`src/rtl/ble_adv_scheduler_pkg.sv`:
```
// ==== ble_adv_scheduler_pkg : channel codes, state encodings and widths ====
// ==== rev 1.0                                                             ====
`default_nettype none

package ble_adv_scheduler_pkg;

  localparam int BLE_MEM_ADDR_W = 12;

  localparam logic [5:0] BLE_ADV_CH37 = 6'd37;
  localparam logic [5:0] BLE_ADV_CH38 = 6'd38;
  localparam logic [5:0] BLE_ADV_CH39 = 6'd39;

  typedef enum logic [3:0] {
    BLE_ADV_ST_IDLE     = 4'd0,
    BLE_ADV_ST_START    = 4'd1,
    BLE_ADV_ST_SETTLE   = 4'd2,
    BLE_ADV_ST_TX       = 4'd3,
    BLE_ADV_ST_GAP      = 4'd4,
    BLE_ADV_ST_END      = 4'd5,
    BLE_ADV_ST_INTERVAL = 4'd6
  } ble_adv_state_e;

endpackage

`default_nettype wire

```
`src/rtl/ble_adv_scheduler_if.sv`:
```
// ==== ble_adv_scheduler_if : control/config and packet-reader signals ====
// ==== rev 1.0                                                        ====
`default_nettype none

interface ble_adv_scheduler_if #(
  parameter int INTERVAL_W = 24
);
  import ble_adv_scheduler_pkg::*;

  logic                      enable;
  logic [2:0]                ch_map;
  logic [INTERVAL_W-1:0]     adv_interval;
  logic [BLE_MEM_ADDR_W-1:0] pkt_size;
  logic                      packetDone;
  logic                      rdr_ready;
  logic [BLE_MEM_ADDR_W-1:0] mem_size;
  logic [5:0]                chan_idx;
  logic                      tx_en;
  logic                      busy;
  logic                      event_done;
  logic                      tx_err;

  modport master (
    output enable, ch_map, adv_interval, pkt_size, packetDone,
    input  rdr_ready, mem_size, chan_idx, tx_en, busy, event_done, tx_err
  );

  modport slave (
    input  enable, ch_map, adv_interval, pkt_size, packetDone,
    output rdr_ready, mem_size, chan_idx, tx_en, busy, event_done, tx_err
  );

endinterface

`default_nettype wire

```
`src/rtl/ble_adv_chan_sel.sv`:
```
// ==== ble_adv_chan_sel : next enabled advertising channel above i_cur ====
// ==== rev 1.0                                                         ====
`default_nettype none

module ble_adv_chan_sel
  import ble_adv_scheduler_pkg::*;
(
  input  wire logic [2:0] i_map,
  input  wire logic [5:0] i_cur,
  output logic      [5:0] o_next,
  output logic            o_last
);

  // o_last means no enabled channel remains above i_cur.
  always_comb begin
    o_next = i_cur;
    o_last = 1'b1;
    if (i_map[0] && (i_cur < BLE_ADV_CH37)) begin
      o_next = BLE_ADV_CH37;
      o_last = 1'b0;
    end else if (i_map[1] && (i_cur < BLE_ADV_CH38)) begin
      o_next = BLE_ADV_CH38;
      o_last = 1'b0;
    end else if (i_map[2] && (i_cur < BLE_ADV_CH39)) begin
      o_next = BLE_ADV_CH39;
      o_last = 1'b0;
    end
  end

endmodule

`default_nettype wire

```
`src/rtl/ble_adv_scheduler.sv`:
```
// ==== ble_adv_scheduler : BLE advertising event sequencer, 37->38->39    ====
// ==== optional BLE_ADV_RANDOM_DELAY_EN adds LFSR advDelay | rev 1.0      ====
`default_nettype none

module ble_adv_scheduler
  import ble_adv_scheduler_pkg::*;
#(
  parameter logic [23:0] IFS_CYCLES    = 24'd150,
  parameter logic [7:0]  SETTLE_CYCLES = 8'd16,
  parameter logic [23:0] TX_TIMEOUT    = 24'd65535,
  parameter int          INTERVAL_W    = 24
) (
  input  wire logic        clk,
  input  wire logic        ready,
  ble_adv_scheduler_if.slave bus
);

  localparam logic [INTERVAL_W:0] c_IVL_ONE = {{INTERVAL_W{1'b0}}, 1'b1};

  ble_adv_state_e            r_state, w_nstate;
  logic [2:0]                r_map;
  logic [BLE_MEM_ADDR_W-1:0] r_mem_size;
  logic [5:0]                r_chan;
  logic [INTERVAL_W:0]       r_ivl;
  logic [23:0]               r_cnt;
  logic                      r_tx_err;

  logic [23:0]         w_cnt_inc;
  logic                w_settle_done, w_tx_timeout, w_gap_done, w_ivl_done;
  logic [2:0]          w_sel_map;
  logic [5:0]          w_sel_cur, w_next_ch;
  logic                w_last;
  logic [INTERVAL_W:0] w_ivl_load, w_ivl_load_m1;
  logic                w_rdr_ready, w_tx_en, w_event_done, w_err_set;

  assign w_cnt_inc     = r_cnt + 24'd1;
  assign w_settle_done = (w_cnt_inc >= {16'd0, SETTLE_CYCLES});
  assign w_tx_timeout  = (w_cnt_inc >= TX_TIMEOUT);
  assign w_gap_done    = (r_cnt >= IFS_CYCLES);
  assign w_ivl_done    = (r_ivl[INTERVAL_W:1] == '0);

  // In START the live map is searched from below ch37 to find the first channel.
  assign w_sel_map = (r_state == BLE_ADV_ST_START) ? bus.ch_map : r_map;
  assign w_sel_cur = (r_state == BLE_ADV_ST_START) ? 6'd36 : r_chan;

  ble_adv_chan_sel u_chan_sel (
    .i_map  (w_sel_map),
    .i_cur  (w_sel_cur),
    .o_next (w_next_ch),
    .o_last (w_last)
  );

`ifdef BLE_ADV_RANDOM_DELAY_EN
  logic [15:0] r_lfsr;
  logic        w_lfsr_fb;

  assign w_lfsr_fb = r_lfsr[15] ^ r_lfsr[13] ^ r_lfsr[12] ^ r_lfsr[10];

  always_ff @(posedge clk or negedge ready) begin
    if (!ready) begin
      r_lfsr <= 16'hACE1;
    end else if (r_state == BLE_ADV_ST_START) begin
      r_lfsr <= {r_lfsr[14:0], w_lfsr_fb};
    end
  end

  assign w_ivl_load = {1'b0, bus.adv_interval} + {{(INTERVAL_W-7){1'b0}}, r_lfsr[7:0]};
`else
  assign w_ivl_load = {1'b0, bus.adv_interval};
`endif

  // Counter is loaded with interval-1 so INTERVAL exits exactly one interval after START.
  assign w_ivl_load_m1 = (w_ivl_load == '0) ? '0 : (w_ivl_load - c_IVL_ONE);

  always_ff @(posedge clk or negedge ready) begin
    if (!ready) begin
      r_state <= BLE_ADV_ST_IDLE;
    end else begin
      r_state <= w_nstate;
    end
  end

  always_comb begin
    w_nstate     = r_state;
    w_rdr_ready  = 1'b0;
    w_tx_en      = 1'b0;
    w_event_done = 1'b0;
    w_err_set    = 1'b0;
    case (r_state)
      BLE_ADV_ST_IDLE:     if (bus.enable) w_nstate = BLE_ADV_ST_START;
      BLE_ADV_ST_START:    w_nstate = w_last ? BLE_ADV_ST_END : BLE_ADV_ST_SETTLE;
      BLE_ADV_ST_SETTLE: begin
        w_tx_en = 1'b1;
        if (w_settle_done) w_nstate = BLE_ADV_ST_TX;
      end
      BLE_ADV_ST_TX: begin
        w_tx_en     = 1'b1;
        w_rdr_ready = 1'b1;
        if (bus.packetDone) begin
          w_nstate = BLE_ADV_ST_GAP;
        end else if (w_tx_timeout) begin
          w_nstate  = BLE_ADV_ST_GAP;
          w_err_set = 1'b1;
        end
      end
      BLE_ADV_ST_GAP:      if (w_gap_done) w_nstate = w_last ? BLE_ADV_ST_END : BLE_ADV_ST_SETTLE;
      BLE_ADV_ST_END: begin
        w_event_done = 1'b1;
        w_nstate     = BLE_ADV_ST_INTERVAL;
      end
      BLE_ADV_ST_INTERVAL: if (w_ivl_done) w_nstate = bus.enable ? BLE_ADV_ST_START : BLE_ADV_ST_IDLE;
      default:             w_nstate = BLE_ADV_ST_IDLE;
    endcase
  end

  always_ff @(posedge clk or negedge ready) begin
    if (!ready) begin
      r_map      <= 3'b000;
      r_mem_size <= '0;
      r_chan     <= BLE_ADV_CH37;
      r_ivl      <= '0;
      r_cnt      <= '0;
      r_tx_err   <= 1'b0;
    end else begin
      r_cnt    <= (w_nstate != r_state) ? 24'd0 : w_cnt_inc;
      r_tx_err <= w_err_set;
      if (r_state == BLE_ADV_ST_START) begin
        r_map      <= bus.ch_map;
        r_mem_size <= bus.pkt_size;
        r_ivl      <= w_ivl_load_m1;
      end else if (r_ivl != '0) begin
        r_ivl <= r_ivl - c_IVL_ONE;
      end
      if ((w_nstate == BLE_ADV_ST_SETTLE) && (r_state != BLE_ADV_ST_SETTLE)) begin
        r_chan <= w_next_ch;
      end
    end
  end

  assign bus.rdr_ready  = w_rdr_ready;
  assign bus.tx_en      = w_tx_en;
  assign bus.event_done = w_event_done;
  assign bus.busy       = (r_state != BLE_ADV_ST_IDLE);
  assign bus.mem_size   = r_mem_size;
  assign bus.chan_idx   = r_chan;
  assign bus.tx_err     = r_tx_err;

endmodule

`default_nettype wire

```
`src/flat_wrapper.sv`:
```
// flat-port wrapper written by rule: the top's interface ports become plain ports
module ble_adv_scheduler_flat import ble_adv_scheduler_pkg::*;
#(
  parameter logic [23:0] IFS_CYCLES    = 24'd150,
  parameter logic [7:0]  SETTLE_CYCLES = 8'd16,
  parameter logic [23:0] TX_TIMEOUT    = 24'd65535,
  parameter int          INTERVAL_W    = 24
)
  (clk, ready, bus_enable, bus_ch_map, bus_adv_interval, bus_pkt_size, bus_packetDone, bus_rdr_ready, bus_mem_size, bus_chan_idx, bus_tx_en, bus_busy, bus_event_done, bus_tx_err);
  ble_adv_scheduler_if #(.INTERVAL_W(INTERVAL_W)) bus_i ();
  input  wire logic clk;
  input  wire logic ready;
  input wire logic [$bits(bus_i.enable)-1:0] bus_enable;
  input wire logic [$bits(bus_i.ch_map)-1:0] bus_ch_map;
  input wire logic [$bits(bus_i.adv_interval)-1:0] bus_adv_interval;
  input wire logic [$bits(bus_i.pkt_size)-1:0] bus_pkt_size;
  input wire logic [$bits(bus_i.packetDone)-1:0] bus_packetDone;
  output wire logic [$bits(bus_i.rdr_ready)-1:0] bus_rdr_ready;
  output wire logic [$bits(bus_i.mem_size)-1:0] bus_mem_size;
  output wire logic [$bits(bus_i.chan_idx)-1:0] bus_chan_idx;
  output wire logic [$bits(bus_i.tx_en)-1:0] bus_tx_en;
  output wire logic [$bits(bus_i.busy)-1:0] bus_busy;
  output wire logic [$bits(bus_i.event_done)-1:0] bus_event_done;
  output wire logic [$bits(bus_i.tx_err)-1:0] bus_tx_err;
  assign bus_i.enable = bus_enable;
  assign bus_i.ch_map = bus_ch_map;
  assign bus_i.adv_interval = bus_adv_interval;
  assign bus_i.pkt_size = bus_pkt_size;
  assign bus_i.packetDone = bus_packetDone;
  assign bus_rdr_ready = bus_i.rdr_ready;
  assign bus_mem_size = bus_i.mem_size;
  assign bus_chan_idx = bus_i.chan_idx;
  assign bus_tx_en = bus_i.tx_en;
  assign bus_busy = bus_i.busy;
  assign bus_event_done = bus_i.event_done;
  assign bus_tx_err = bus_i.tx_err;
  ble_adv_scheduler #(.IFS_CYCLES(IFS_CYCLES), .SETTLE_CYCLES(SETTLE_CYCLES), .TX_TIMEOUT(TX_TIMEOUT), .INTERVAL_W(INTERVAL_W)) u_core (.clk(clk), .ready(ready), .bus(bus_i));
endmodule
```
`config.mk`:
```
export PLATFORM = sky130hd
export DESIGN_NAME = ble_adv_scheduler_flat
export DESIGN_NICKNAME = d
export VERILOG_FILES = /design/src/rtl/ble_adv_scheduler_pkg.sv /design/src/rtl/ble_adv_scheduler_if.sv /design/src/rtl/ble_adv_chan_sel.sv /design/src/rtl/ble_adv_scheduler.sv /design/src/flat_wrapper.sv
export SDC_FILE = /design/constraint.sdc
export NUM_CORES = 1
export LEC_CHECK = 0
export CAP_MARGIN = 10
export CORE_UTILIZATION = 60
export DETAILED_ROUTE_END_ITERATION = 10
export GPL_ROUTABILITY_DRIVEN = 0
export GPL_TIMING_DRIVEN = 0
export PLACE_DENSITY = 0.92
export SYNTH_ARGS = -nofsm -noshare
export SYNTH_HDL_FRONTEND = slang
export SYNTH_SLANG_ARGS = --single-unit
```
`constraint.sdc`:
```
create_clock -name clk -period 4.9 [get_ports clk]
set_input_delay 0.98 -clock clk [delete_from_list [all_inputs] [get_ports clk]]
set_output_delay 0.98 -clock clk [all_outputs]
set_load 0.02 [all_outputs]
```
==> reports/qor.txt <==
post-cts sizing count -> 0
number of enable flip-flop cells after synthesis -> 0
worst r2r dst -> u_core.r_cnt[12]
worst-skew pair later-pin latency -> 360 ps
total CTS buffers -> 9
area share of the largest cell type after synthesis -> 36.0%
post-route cell area -> 6050 µm²
Placed Cells -> 747
max-slew violations -> 0
pwr/cell area -> 406 nW/µm²
slack of the critical path -> 1380 ps
Worst path slowest cell -> or4_1
Mapped Area -> 5010 µm²
Fin Setup TNS -> 0 ps
worst hold path class -> reg2reg
Clock transition at path regs -> 80 ps
Syn Area/Cell -> 8.65 µm²
Slew HR -> 57.0%
worst hold start -> u_core.bus.mem_size[3]
Unique masters post-synth -> 69
worst path bufs/invs -> 4
LEAKAGE -> 2.54 nW
post-synthesis register bit count -> 75
FF-to-FF Start -> u_core.r_cnt[0]
first-pass GRT wire length -> 21900 µm
leading cell type in the layout, fill and taps excluded -> nand2_1
row cnt -> 32
DIE HEIGHT -> 93.4 µm
grt total ovfl -> 0
Final Hold Viols -> 0
Root Driver -> clkbuf_8
Critical Path RT -> 5150 ps
Arr. time, crit path -> 3770 ps
wire per inst -> 16.7 µm
Vias -> 4736
Remaining DRCs -> 0
final non-filler cell total -> 763
Finish-stage setup viols -> 0
port bufs -> 65
clock sink count -> 75
P&R area growth vs syn -> 20.8%
CP top delay family -> simple AND/OR/NAND/NOR gates
Initial Util -> 63.5%
Vias per Instance -> 6.21
antenna violations before repair -> 0
Max IR drop VDD -> 0.000340 V
maximum root-to-sink buffer count -> 2
Die X-Extent -> 93.4 µm
clk_skew -> 6.53 ps
detailed placer's ending HPWL -> 9030 µm
hold endpoint -> u_core.bus.mem_size[3]
most frequent cell on the critical path -> buf_2
most frequent cells in the layout -> nand2_1 (85), dfrtp_1 (72), clkdlybuf4s50_1 (64)
leading area contributor after synthesis -> dfrtp_1
Top Ports -> 66
hold buffer count at CTS -> 0
Synthesis Warnings -> 0
CTS tree -> done
Net Count, Synth -> 626
Startpoint Class -> input pin
FMAX -> 284 MHz
1st-iter DRT viols -> 294
largest cells by area after synthesis -> dfrtp_1 (36%), nand2_1 (6.4%), xor2_1 (6.1%)
H-tree Lvls -> 3
Synth Instances -> 579
GRT Util Overall -> 31.7%
Crit path largest cell delay -> 600 ps
number of max-cap violations -> 0
Post-Place Worst Slack -> 1020 ps
Die ar. -> 8720 µm²
Pre-antenna DRT Iters -> 5
asr flop ratio synth -> 100%
CP endpoint kind -> flip-flop
# fillers -> 528
Nets -> 703
FF-to-FF setup slack -> 1500 ps
Worst-Margin Slew -> 636 ps
crit path cell chain -> clkdlybuf4s50_1 > or3_1 > clkbuf_1 > or4_1 > nand2b_1 > o21a_1 > buf_2 > buf_2 > a22oi_1 > nor2_1
Min Clock Period, post-route -> 3520 ps
Tcrit/Tclk final -> 71.8%
core area -> 7890 µm²
outcome -> complete, no violations
final WL -> 12700 µm
DP Area -> 5810 µm²
Hold Path Depth -> 2
fraction of layout cells with a size suffix above 1 -> 11.8%
Detail Route Antenna Nets -> 0
number of global-route vias before repair -> 4722
unrepaired setup endpoints after global routing -> no
Critical Path Fanout Max -> 10
hold slack final -> 478 ps
Post-CTS Setup Bufs -> 0
largest net degree at the start of global routing -> 49
n_diodes -> 0
Post-synth top flop -> dfrtp_1
WS Path Type -> in2reg
Register-to-Register Path Depth -> 11
post-synthesis sequential area ratio -> 37.5%
[sequential cells by signal, indices dropped and copies added (netlist names)]
signal,count
u_core.bus.mem_size,12
u_core.r_ivl,25
u_core.r_map,3
u_core.bus.chan_idx,6
u_core.bus.tx_err,1
u_core.r_state,4
u_core.r_cnt,24
[worst register-to-register path, cell delays in order (launching register included)]
cell and delay (ps):
dfrtp_1 480, ha_1 180, buf_2 180, nand4_2 300, nor4_2 470, mux2_2 380
o21ai_1 200, nand4_1 240, o311ai_4 410, nand3_4 150, buf_6 190, nor3_2 160
[Yosys cell counts (6+ instances only)]
master / count
a22oi_1: 17
xnor2_1: 27
xor2_1: 35
or3_1: 7
nor3_1: 25
nand3_1: 15
or4_1: 8
and2_1: 6
nand4_1: 10
inv_1: 11
o21ai_0: 14
clkbuf_1: 15
nor3_2: 21
o21ai_1: 6
nor2_1: 57
nand2_1: 85
nor4_1: 14
nand2b_1: 13
a21oi_1: 19
dfrtp_1: 72
buf_2: 14
[through the flow]
step	total power [mW]	util, %
after detailed placement	1.86	73.7
final	2.46	76.8
after global placement	1.80	73.4
after floorplan	1.52	-
after global routing	2.59	76.8
after CTS	2.45	76.8
[cells by family (layout without fill, tap and decap cells)]
logic type	Yosys count	after routing	synth area share, %
mux	4	4	0.849
compound gates	91	91	12.5
xor+xnor	62	62	10.8
flops	75	75	37.5
fa+ha+maj	4	4	0.999
other cells	1	1	0.0748
simple gates	298	298	33.2
buf+inv	44	126	4.02
[area by class of cell]
cell class / count / area (µm²) / share of cell area [%]
plain buffers: 33 / 160 / 2.65
multi-input cells: 460 / 2930 / 48.4
clock buffers: 9 / 124 / 2.05
clock inverters: 7 / 116 / 1.92
flip-flops and latches: 75 / 1880 / 31.1
inverters: 11 / 41.3 / 0.682
repair buffers: 66 / 676 / 11.2
well taps: 102 / 128 / 2.11
[report_power, final]
part	leakage, nW	internal, mW	switching [mW]
sequential	0.965	0.805	0.170
clock	0.119	0.337	0.244
combinational	1.46	0.399	0.500
total	2.54	1.54	0.914
[worst max path at each step]
stage | cells past startpoint | startpoint | end | slack [ps]
2_1_floorplan | 9 | bus_adv_interval[3] | u_core.r_ivl[14] | 1840
3_3_place_gp | 1 | ready | u_core.bus.mem_size[9] | 310
3_5_place_dp | 10 | bus_adv_interval[3] | u_core.r_ivl[14] | 1020
4_1_cts | 10 | bus_adv_interval[3] | u_core.r_ivl[14] | 1390
5_1_grt | 11 | u_core.r_cnt[0] | u_core.r_cnt[12] | 1160
6_report | 10 | bus_adv_interval[3] | u_core.r_ivl[14] | 1380
[routing by layer]
metal | part of all wire, % | vias up | track usage [%]
met5 | 0 | - | 0
met2 | 50 | 223 | 54.5
met3 | 7.1 | 48 | 7.07
met4 | 2.6 | 0 | 11.2
li1 | - | 2199 | -
met1 | 40 | 2266 | 39.0
Note: power is estimated with default switching activity, not from simulation.
